===== config.mk =====
export PLATFORM = sky130hd
export DESIGN_NAME = multiport_register_file
export DESIGN_NICKNAME = d
export VERILOG_FILES = /design/src/rtl/multiport_register_file.sv
export SDC_FILE = /design/constraint.sdc
export NUM_CORES = 1
export LEC_CHECK = 0
export ABC_AREA = 1
export CAP_MARGIN = 20
export CORE_MARGIN = 2
export CORE_UTILIZATION = 33
export CTS_BUF_LIST = sky130_fd_sc_hd__clkbuf_4
export DETAILED_ROUTE_END_ITERATION = 6
export GPL_TIMING_DRIVEN = 0
export HOLD_SLACK_MARGIN = 0.06
export PLACE_DENSITY_LB_ADDON = 0.05
export SLEW_MARGIN = 10
export SYNTH_ARGS = -nofsm -noshare
export SYNTH_HDL_FRONTEND = slang
export SYNTH_SLANG_ARGS = --single-unit

===== constraint.sdc =====
create_clock -name clk -period 5.4 [get_ports clk]
set_input_delay 0.81 -clock clk [delete_from_list [all_inputs] [get_ports clk]]
set_output_delay 0.81 -clock clk [all_outputs]
set_load 0.05 [all_outputs]

===== src/rtl/multiport_register_file.sv =====
// rtl/multiport_register_file.sv - multi-port register file with busy scoreboard and optional write bypass
//
// Purpose:
//   NUM_READ combinational read ports and NUM_WRITE clocked write ports over
//   DEPTH registers of WIDTH bits. A per-register busy bit is set by a
//   reservation from decode and cleared by writeback. busy_count holds the
//   registered population count of the busy vector.
//
// Build option:
//   ZERO_REG_EN - when defined, register 0 reads as zero, ignores writes and
//                 can never be reserved.
//
// Ports:
//   clk         clock, all state changes on the rising edge
//   rst_n       asynchronous active-low reset, clears registers and busy bits
//   write_en    per write port enable
//   write_addr  packed write addresses, port i at [i*AW +: AW]
//   write_data  packed write data, port i at [i*WIDTH +: WIDTH]
//   read_addr   packed read addresses, port r at [r*AW +: AW]
//   read_data   packed combinational read data
//   read_busy   combinational busy flag of each addressed register
//   rsv_en      reserve request for rsv_addr
//   rsv_addr    register being reserved
//   busy_count  registered number of busy registers
module multiport_register_file #(
  parameter int WIDTH     = 8,
  parameter int DEPTH     = 8,
  parameter int NUM_READ  = 2,
  parameter int NUM_WRITE = 2,
  parameter int BYPASS    = 1,
  localparam int AW = $clog2(DEPTH),
  localparam int CW = $clog2(DEPTH + 1)
) (
  input  logic                       clk,
  input  logic                       rst_n,
  input  logic [NUM_WRITE-1:0]       write_en,
  input  logic [NUM_WRITE*AW-1:0]    write_addr,
  input  logic [NUM_WRITE*WIDTH-1:0] write_data,
  input  logic [NUM_READ*AW-1:0]     read_addr,
  output logic [NUM_READ*WIDTH-1:0]  read_data,
  output logic [NUM_READ-1:0]        read_busy,
  input  logic                       rsv_en,
  input  logic [AW-1:0]              rsv_addr,
  output logic [CW-1:0]              busy_count
);

`ifdef ZERO_REG_EN
  localparam bit ZERO_REG = 1'b1;
`else
  localparam bit ZERO_REG = 1'b0;
`endif

  logic [WIDTH-1:0] regs     [DEPTH];
  logic [WIDTH-1:0] regs_nxt [DEPTH];
  logic [DEPTH-1:0] busy;
  logic [DEPTH-1:0] busy_nxt;
  logic [CW-1:0]    count_nxt;
  logic [AW-1:0]    wa;

  logic [AW-1:0]    ra;
  logic [WIDTH-1:0] rdat;
  logic             rbusy;

  // Next state. Ports are applied in ascending order so the highest enabled
  // port targeting an address is the one that lands. The reservation is
  // applied last so a same-cycle set beats the writeback clear.
  always_comb begin
    regs_nxt  = regs;
    busy_nxt  = busy;
    wa        = '0;
    count_nxt = '0;
    for (int w = 0; w < NUM_WRITE; w++) begin
      wa = write_addr[w*AW +: AW];
      if (write_en[w] && !(ZERO_REG && wa == '0)) begin
        regs_nxt[wa] = write_data[w*WIDTH +: WIDTH];
        busy_nxt[wa] = 1'b0;
      end
    end
    if (rsv_en && !(ZERO_REG && rsv_addr == '0)) begin
      busy_nxt[rsv_addr] = 1'b1;
    end
    // Count the post-edge busy vector so busy_count tracks busy exactly.
    for (int i = 0; i < DEPTH; i++) begin
      count_nxt = count_nxt + CW'(busy_nxt[i]);
    end
  end

  always_ff @(posedge clk or negedge rst_n) begin
    if (!rst_n) begin
      for (int i = 0; i < DEPTH; i++) begin
        regs[i] <= '0;
      end
      busy       <= '0;
      busy_count <= '0;
    end else begin
      regs       <= regs_nxt;
      busy       <= busy_nxt;
      busy_count <= count_nxt;
    end
  end

  // Read ports. With bypass, a same-cycle write to the addressed register
  // forwards its data and reports not busy, since that value is the result
  // the reader was waiting on. Reservations only act through the busy flops,
  // so they show up one cycle later.
  always_comb begin
    read_data = '0;
    read_busy = '0;
    ra        = '0;
    rdat      = '0;
    rbusy     = 1'b0;
    for (int r = 0; r < NUM_READ; r++) begin
      ra    = read_addr[r*AW +: AW];
      rdat  = regs[ra];
      rbusy = busy[ra];
      if (BYPASS != 0) begin
        for (int w = 0; w < NUM_WRITE; w++) begin
          if (write_en[w] && write_addr[w*AW +: AW] == ra && !(ZERO_REG && ra == '0)) begin
            rdat  = write_data[w*WIDTH +: WIDTH];
            rbusy = 1'b0;
          end
        end
      end
      read_data[r*WIDTH +: WIDTH] = rdat;
      read_busy[r]                = rbusy;
    end
  end

endmodule


; Word-level counts from Yosys, hierarchy flattened
; Cells that the tools add are included.
[word_totals]
regBits = 76
input_bits = 36
out_inout_bits = 22
elab_cells = 88
[op_classes]
n_addsub = 7
magnitude_cmp = 14
eq_ne = 4
n_mux = 35
n_bitwise = 9
n_reduce_logical = 9
[ops]
columns = operator, count
row1 = 64-bit bitwise mux, 2
row2 = 64-bit two-way mux, 2
row3 = 8-bit two-way mux, 13
row4 = 8-bit binary-select mux with 3-bit select, 2
row5 = 8-bit demux with 3-bit select, 2
row6 = "3-bit by 4-bit < comparator with 1-bit output, second input constant", 5
row7 = 4-bit by 1-bit adder with 4-bit output, 4
row8 = 8-bit bitwise AND, 2
row9 = "4-bit greater-or-equal comparator, second input constant", 4
row10 = 3-bit inverter with 4-bit output, 4
row11 = 8-bit inverter, 2
row12 = 3-bit equality test, 4
row13 = 1-bit demux with 3-bit select, 3
row14 = "3-bit by 1-bit greater-or-equal comparator with 1-bit output, second input constant", 3
row15 = 1-bit logical AND, 9
row16 = 1-bit two-way mux, 9
row17 = "4-bit by 1-bit < comparator with 1-bit output, second input constant", 2
row18 = 8-bit bitwise OR, 1
row19 = 1-bit binary-select mux with 3-bit select, 2
row20 = 3-bit by 1-bit adder with 4-bit output, 1
row21 = 2-bit by 1-bit adder with 3-bit output, 1
row22 = 1-bit by 1-bit adder with 2-bit output, 1

; Depth between registers and ports, before layout
; Gate-level depths: netlist of the first run.
[depth]
depth_word = 18
ltp_mapped = 15
depth_no_buf = 14

; Worst setup path before layout of the first run
; No wires, ideal clock.
[synth_timing]
path_type = input port to flip-flop
from = input write_addr[5]
to = register busy_count[2]
setup_time_ps = 123
t_arrival_ps = 3647
t_required_ps = 5277
setup_slack_ps = 1630
stages = 14
path_buffers = 1
path_cell_list = buf_4 > nor2_1 > nand2_1 > nand3_1 > o21ai_0 > inv_1 > fa_1 > fa_1 > fa_1 > inv_1 > ha_1 > inv_1 > fa_1 > xnor2_1
[synth_via]
elab_chain_len = 16
elab_cells_between_ends = 17
classes_between = 7 x add/sub / 2 x order compare / 4 x mux / 3 x bitwise / 1 x reduce/logical
[synth_lines]
columns = item, line_no
row1 = start: declaration, 37  ; input logic [NUM_WRITE*AW-1:0] write_addr,
row2 = 3-bit by 4-bit < comparator with 1-bit output (implied by the code) / 3-bit by 1-bit greater-or-equal comparator with 1-bit output (equally long branches), 76  ; busy_nxt[wa] = 1'b0;
row3 = 1-bit logical AND (implied by the code), 76
row4 = 1-bit two-way mux (implied by the code), 76
row5 = 1-bit demux with 3-bit select (*), 76
row6 = 8-bit inverter (no source line) (*), n/a
row7 = 8-bit bitwise AND (no source line) (*), n/a
row8 = 8-bit two-way mux (*), 74  ; if (write_en[w] && !(ZERO_REG && wa == '0)) begin
row9 = 8-bit bitwise OR (no source line), n/a
row10 = 8-bit two-way mux (*), 79  ; if (rsv_en && !(ZERO_REG && rsv_addr == '0)) begin
row11 = named net busy_nxt[0], 56  ; logic [DEPTH-1:0] busy_nxt;
row12 = 1-bit by 1-bit adder with 2-bit output (*), 84  ; count_nxt = count_nxt + CW'(busy_nxt[i]);
row13 = 2-bit by 1-bit adder with 3-bit output (*), 84
row14 = 3-bit by 1-bit adder with 4-bit output (*), 84
row15 = 4-bit by 1-bit adder with 4-bit output (*) (4 in a row), 84
row16 = named net count_nxt[2], 57  ; logic [CW-1:0] count_nxt;
row17 = end signal: assignment, 98  ; busy_count <= count_nxt;
row18 = end: declaration, 44  ; output logic [CW-1:0] busy_count
; Mark *: on every way through the listed nets, which the timed path passes. The rest lies on a longest branch.

; Final worst setup path of the first run
[layout_timing]
from = input read_addr[5]
to = output read_busy[1]
[layout_via]
elab_chain_len = 4
elab_cells_between_ends = 8
classes_between = 2 x eq/ne / 4 x mux / 2 x reduce/logical
[layout_lines]
columns = item, line_no
row1 = start: declaration, 39  ; input logic [NUM_READ*AW-1:0] read_addr,
row2 = 1-bit binary-select mux with 3-bit select / 3-bit equality test (equally long branches), "115, 118"
row3 = 1-bit two-way mux (implied by the code) / 1-bit logical AND (equally long branches), "115, 118"
row4 = 1-bit two-way mux, 118  ; if (write_en[w] && write_addr[w*AW +: AW] == ra && !(ZERO_REG && ra == '0)) begin
row5 = 1-bit two-way mux (*), 118
row6 = end: declaration, 41  ; output logic [NUM_READ-1:0] read_busy,
; Mark *: on every way between the ends. The rest lies on a longest branch, timed or not. The select of a mux whose other input is x is not followed.

==> results.sh, run 1 <==
export IMPL_worst_endpoint_required_ps=4590
export IMPL_groute_usage_overall_pct=25.78
export IMPL_place_congestion=0.9076
export IMPL_drt_initial_drc_count=747
export IMPL_critical_path_peak_fanout=10
export IMPL_synth_yosys_warnings=0
export IMPL_vdd_drop_max_v=0.0002180
export IMPL_clkSinkCount=76
export IMPL_insertion_delay_ps=480
export IMPL_edff_count_synth=0
export IMPL_layout_area_overhead_vs_synth_pct=15.21
export IMPL_worst_setup_path_end_kind="output port"
export IMPL_drt_antenna_violating_nets=0
export IMPL_grt_start_max_net_pins=56
export IMPL_fin_crit_sh_pct=80.60
export IMPL_grt_pass1_wl_microns=37160
export IMPL_dieWidth_microns=138.3
export IMPL_asyncSetResetFlopFracSynth_pct=100.0
export IMPL_cellLeakagePower_nw=3.363
export IMPL_yosys_top_cell_area_share_pct=31.93
export IMPL_via_count_of_the_first_global_routing_pass=5900
export IMPL_postCtsHoldBufs=0
export IMPL_total_of_buffers_placed_on_input_and_output_ports=45
export IMPL_setup_tns_final_ps=0
export IMPL_hold_violations=0
export IMPL_clock_tree_htree_level_count=3
export IMPL_die_height_microns=138.3
export IMPL_ios=58
export IMPL_max_capacitance_violation_count=0
export IMPL_arrival_ps=3540
export IMPL_synth_top_cell_by_area="sky130_fd_sc_hd__dfrtp_1"
export IMPL_post_synth_most_frequent_cells="sky130_fd_sc_hd__nand2_1, sky130_fd_sc_hd__nand3_1, sky130_fd_sc_hd__inv_1"
export IMPL_cts_tree="done"
export IMPL_finish_cell_count_without_fillers=1152
export IMPL_finClkSkew_ps=4.679
export IMPL_final_core_utilization_pct=38.46
export IMPL_cts_path_max_buffers=2
export IMPL_netlist_cell_type_count=30
export IMPL_criticalPathCategory="primary input to output port"
export IMPL_synth_main_ff_cell="sky130_fd_sc_hd__dfrtp_1"
export IMPL_clk_pin_slew_worst_paths_ps=140
export IMPL_synth_most_common_cell="sky130_fd_sc_hd__nand2_1"
export IMPL_min_period_ps=4352
export IMPL_post_synth_main_area_contributors="sky130_fd_sc_hd__dfrtp_1, sky130_fd_sc_hd__nand2_1, sky130_fd_sc_hd__nand3_1"
export IMPL_finalWirelength_microns=24950
export IMPL_global_route_overflow_total=0
export IMPL_drt_drc_violations_left=0
export IMPL_synth_cells=859
export IMPL_drv_slew=0
export IMPL_worst_r2r_setup_slack_ps=2170
export IMPL_synth_sequential_area_ratio_pct=31.93
export IMPL_post_dp_hpwl_microns=18880
export IMPL_syn_nets=902
export IMPL_final_setup_viol_count=0
export IMPL_avgSynthCellArea_sq_um=6.933
export IMPL_critPathLaunchType="primary input"
export IMPL_detail_route_first_pass_iterations=5
export IMPL_placementRows=49
export IMPL_die_area_sq_um=19140
export IMPL_cellPowerDensity_nw_per_um2=309.3
export IMPL_cts_resized=0
export IMPL_maxSlewHeadroom_pct=49.17
export IMPL_drive_gt1_share_pct=15.42
export IMPL_synth_area_sq_um=5956
export IMPL_initial_core_util_pct=33.38
export IMPL_worst_slew_pin_slew_ps=762.4
export IMPL_cts_buffers=9
export IMPL_vias=6274
export IMPL_grt_antenna_before_repair=1
export IMPL_core_region_area_sq_um=17840
export IMPL_unrepaired_setup_endpoints_after_global_routing="no"
export IMPL_timing_hold_ws_ps=216.3
export IMPL_fmax_mhz=229.8
export IMPL_yosys_register_bits=76
export IMPL_power_mw=2.122
export IMPL_placed_insts=1134
export IMPL_hold_path_class="primary input to async pin"
export IMPL_postCtsSetupBuffers=0
export IMPL_vias_per_cell=5.446
export IMPL_clockRootBuffer="sky130_fd_sc_hd__clkbuf_4"
export IMPL_design_final_nets=959
export IMPL_routed_wire_length_per_instance_microns=21.66
export IMPL_outcome="finished, final reports clean"
## per-stage QoR
step | setup WS [ps] | instance area (sq um)
final | 1048 | 6862
after global routing | 987.4 | 6862
after detailed placement | 676.5 | 6718
after floorplan | 1630 | 5956
after global placement | 463.3 | 6693
after CTS | 1136 | 6857
## flip-flops by register name, indices dropped and copies added, names as in the netlist
register    cells
regs           64
busy_count      4
busy            8
## cells in the final DEF, fill, tap and decap left out, drive strengths merged
| cell type | instances |
|---|---|
| a21oi | 36 |
| diode | 2 |
| nor2 | 43 |
| clkinv | 2 |
| dfrtp | 76 |
| inv | 108 |
| nor3 | 2 |
| clkbuf | 19 |
| clkinvlp | 2 |
| fa | 4 |
| nand3 | 126 |
| nand2 | 246 |
| o21ai | 89 |
| bufinv | 1 |
| a31oi | 12 |
| clkdlybuf4s50 | 44 |
| o211ai | 56 |
| buf | 48 |
| nand3b | 1 |
| xnor2 | 1 |
| xor2 | 2 |
| ha | 3 |
## where the power goes
group	internal, mW	leakage, nW	switching, mW
Combinational	0.335	2.40	0.639
Clock	0.146	0.0728	0.244
Sequential	0.695	0.892	0.0636
## per-layer routing
layer	up-vias	track usage, %	wire (microns)
met5	-	0	0
met4	0	5.209	330
met3	26	5.888	2124
met2	305	39.68	11220
met1	2990	37.19	11280
li1	2953	-	-
## logic make-up after synthesis
logic type	after synthesis	share of synthesized area, %
compound gates	193	21.05
flops	76	31.93
simple gates	418	32.12
xor+xnor	3	0.4413
fa+ha+maj	7	1.975
buf+inv	162	12.48
## worst max-delay path: stages
cell,delay [ps]
sky130_fd_sc_hd__clkdlybuf4s50_1,540
sky130_fd_sc_hd__buf_2,310
sky130_fd_sc_hd__nand2_1,90
sky130_fd_sc_hd__nand2_1,110
sky130_fd_sc_hd__nor2_4,70
sky130_fd_sc_hd__nand2_4,100
sky130_fd_sc_hd__nand2_4,110
sky130_fd_sc_hd__nor3_1,400
sky130_fd_sc_hd__buf_4,190
sky130_fd_sc_hd__clkdlybuf4s50_1,790
## path summary, 6_finish.rpt
path,startpoint,end,cells past startpoint
worst max-delay path,read_addr[5],read_busy[1],10
worst min-delay path,rst_n,regs[12],1
worst max register to register,busy[0],busy_count[1],11
worst min register to register,regs[27],regs[27],2
max in group asynchronous,rst_n,regs[62],2
min in group clk,regs[27],regs[27],2
## cell type report
type / instances / area [sq um]
inverter: 107 / 406.6
sequential: 76 / 1902
clock inverter: 6 / 63.81
fill: 1925 / 10980
multi-input combinational: 621 / 3311
tap: 229 / 286.5
buffer: 55 / 336.6
clock buffer: 10 / 75.07
timing repair buffer: 46 / 475.5
antenna: 2 / 5.005
Power figures use the tool's default switching activity.
==> run 2, diff against run 1 <==
==> constraint.sdc (replaced) <==
create_clock -name clk -period 3.5 [get_ports clk]
set_input_delay 0.525 -clock clk [delete_from_list [all_inputs] [get_ports clk]]
set_output_delay 0.525 -clock clk [all_outputs]
set_load 0.05 [all_outputs]
==> results.sh, run 2 (synthesis gave the netlist of run 1 again) <==
export IMPL_grt_start_max_net_pins=56
export IMPL_drive_gt1_share_pct=17.44
export IMPL_outcome="complete, but fails checks"
export IMPL_drt_antenna_violating_nets=0
export IMPL_p_int_mw=1.806
export IMPL_design_final_nets=967
export IMPL_grt_use_met3_pct=6.027
export IMPL_cts_tree="done"
export IMPL_critPathLaunchType="primary input"
export IMPL_post_dp_hpwl_microns=18880
export IMPL_cts_path_max_buffers=2
export IMPL_detail_route_first_pass_iterations=7
export IMPL_power_combinational_fraction_pct=45.9
export IMPL_flip_flop_count_of_the_largest_register_all_copies_and_words_added=64
export IMPL_fmax_mhz=290.1
export IMPL_share_clk_of_total_power_pct=18.2
export IMPL_maxSlewHeadroom_pct=49.85
export IMPL_seq_power_share_pct=35.9
export IMPL_violations_in_the_final_reports="DRC"
export IMPL_final_setup_viol_count=0
export IMPL_grt_pass1_wl_microns=37430
export IMPL_placed_insts=1134
export IMPL_worstPathCellList="clkdlybuf4s50_1 -> buf_2 -> nand2_1 -> nand2_1 -> nor2_4 -> nand2_4 -> nand2_4 -> nor3_1 -> buf_4 -> clkdlybuf4s15_1"
export IMPL_total_of_buffers_placed_on_input_and_output_ports=45
export IMPL_final_cell_area_sq_um=6975
export IMPL_gr_max_usage_layer="met2"
export IMPL_final_fill_count=1924
export IMPL_critical_path_max_stage_delay_ps=550
export IMPL_finClkSkew_ps=11.44
export IMPL_critical_path_peak_fanout=10
export IMPL_register_cell_area_after_layout_sq_um=1902
export IMPL_dieWidth_microns=138.3
export IMPL_multi_input_comb_area_sq_um=3363
export IMPL_clk_pin_slew_worst_paths_ps=140
export IMPL_die_area_sq_um=19140
export IMPL_cellPowerDensity_nw_per_um2=468.8
export IMPL_unrepaired_setup_endpoints_after_global_routing="no"
export IMPL_via_count_of_the_first_global_routing_pass=5945
export IMPL_clock_tree_htree_level_count=3
export IMPL_routed_wire_length_per_instance_microns=21.73
export IMPL_drv_slew=0
export IMPL_ios=58
export IMPL_worst_endpoint_required_ps=2970
export IMPL_vias=6380
export IMPL_place_congestion=0.9076
export IMPL_worst_setup_path_end_kind="output port"
export IMPL_switching_share_pct=44.76
export IMPL_layout_area_overhead_vs_synth_pct=17.12
export IMPL_min_period_ps=3447
export IMPL_fin_crit_sh_pct=98.49
export IMPL_criticalPathCategory="primary input to output port"
export IMPL_timing_hold_ws_ps=405.7
export IMPL_gr_layer_usage_met1_pct=37.24
export IMPL_vdd_drop_max_v=0.0003361
export IMPL_worst_slew_pin_slew_ps=752.2
export IMPL_insertion_delay_ps=480
export IMPL_global_route_usage_met2_pct=40.13
export IMPL_hold_violations=0
export IMPL_clkSinkCount=76
export IMPL_cts_buffers=9
export IMPL_finalWirelength_microns=25200
export IMPL_die_height_microns=138.3
export IMPL_drt_initial_drc_count=718
export IMPL_cellLeakagePower_nw=3.532
export IMPL_grt_antenna_before_repair=1
export IMPL_vias_per_cell=5.500
export IMPL_largest_register="regs"
export IMPL_critPathTopFamily="buffers and inverters"
export IMPL_setup_tns_final_ps=0
export IMPL_clockRootBuffer="sky130_fd_sc_hd__clkbuf_4"
export IMPL_biggest_registers_after_layout="regs: 64 flops, busy: 8 flops, busy_count: 4 flops"
export IMPL_mostFrequentLayoutCell="sky130_fd_sc_hd__nand2_1"
export IMPL_hold_path_class="primary input to flip-flop"
export IMPL_global_route_overflow_total=0
export IMPL_finish_cell_count_without_fillers=1160
export IMPL_slowest_stage="sky130_fd_sc_hd__clkdlybuf4s50_1"
export IMPL_placementRows=49
export IMPL_core_region_area_sq_um=17840
export IMPL_dpl_cell_area_sq_um=6718
export IMPL_cp_num_buf_inv=4
export IMPL_groute_usage_overall_pct=25.95
export IMPL_max_capacitance_violation_count=0
export IMPL_p_sw_mw=1.464
export IMPL_arrival_ps=2920
export IMPL_layout_common_cells="sky130_fd_sc_hd__nand2_1, sky130_fd_sc_hd__nand3_1, sky130_fd_sc_hd__inv_1"
export IMPL_initial_core_util_pct=33.38
export IMPL_drt_drc_violations_left=5
[run 2: tightest hold or removal path, stage by stage]
cell and delay (ps):
sky130_fd_sc_hd__buf_4 170, sky130_fd_sc_hd__nand3_1 90, sky130_fd_sc_hd__a31oi_1 80
[run 2: repair_timing]
action / in CTS / in global routing
setup buffers: 3 / 4
setup endpoints to repair: 12 / 12
pin swaps: 3 / 4
resized for setup: 26 / 26
hold buffers: 1 / 0
endpoints found under the hold margin: 21 / 0
gates cloned: 0 / 0
[run 2: layer usage]
| metal | vias up | wire length (microns) |
|---|---|---|
| li1 | 2969 | - |
| met1 | 3047 | 11320 |
| met2 | 334 | 11300 |
| met3 | 30 | 2284 |
| met4 | 0 | 297 |
| met5 | - | 0 |
[run 2: area by class of cell]
| class | instances | area share, % |
|---|---|---|
| Sequential cell | 76 | 27.26 |
| Antenna cell | 2 | 0.07175 |
| Buffer | 55 | 4.843 |
| Timing Repair Buffer | 54 | 7.641 |
| Clock inverter | 6 | 0.9148 |
| Inverter | 107 | 5.865 |
| Clock buffer | 10 | 1.076 |
| Tap cell | 229 | 4.108 |
| Multi-Input combinational cell | 621 | 48.22 |
[run 2: path summary, 6_finish.rpt]
| check | cells past startpoint | slack, ps | startpoint | end |
|---|---|---|---|---|
| max | 10 | 50 | read_addr[5] | read_busy[1] |
| min | 3 | 410 | write_data[7] | regs[31] |
| max reg2reg | 11 | 370 | busy[0] | busy_count[1] |
| min reg2reg | 2 | 570 | regs[27] | regs[27] |
| max in group asynchronous | 3 | 2400 | rst_n | regs[62] |
| min in group asynchronous | 2 | 480 | rst_n | regs[12] |
[run 2: per-stage QoR]
stage	worst slack, ps	util [%]	total power [mW]
detailed placement	-938.5	37.65	2.673
CTS	8.978	38.71	3.270
global placement	-1152	37.51	2.650
floorplan	15.13	-	2.185
finish	52.79	39.10	3.270
global route	3.964	39.10	3.483
[run 2: power by group through the flow]
| stage | logic [mW] | clock network (mW) | registers [mW] |
|---|---|---|---|
| 3_3_place_gp | 1.46 | 0 | 1.19 |
| 6_report | 1.50 | 0.595 | 1.17 |
| 2_1_floorplan | 0.967 | 0 | 1.22 |
| 4_1_cts | 1.49 | 0.613 | 1.17 |
| 3_5_place_dp | 1.49 | 0 | 1.19 |
| 5_1_grt | 1.65 | 0.646 | 1.19 |
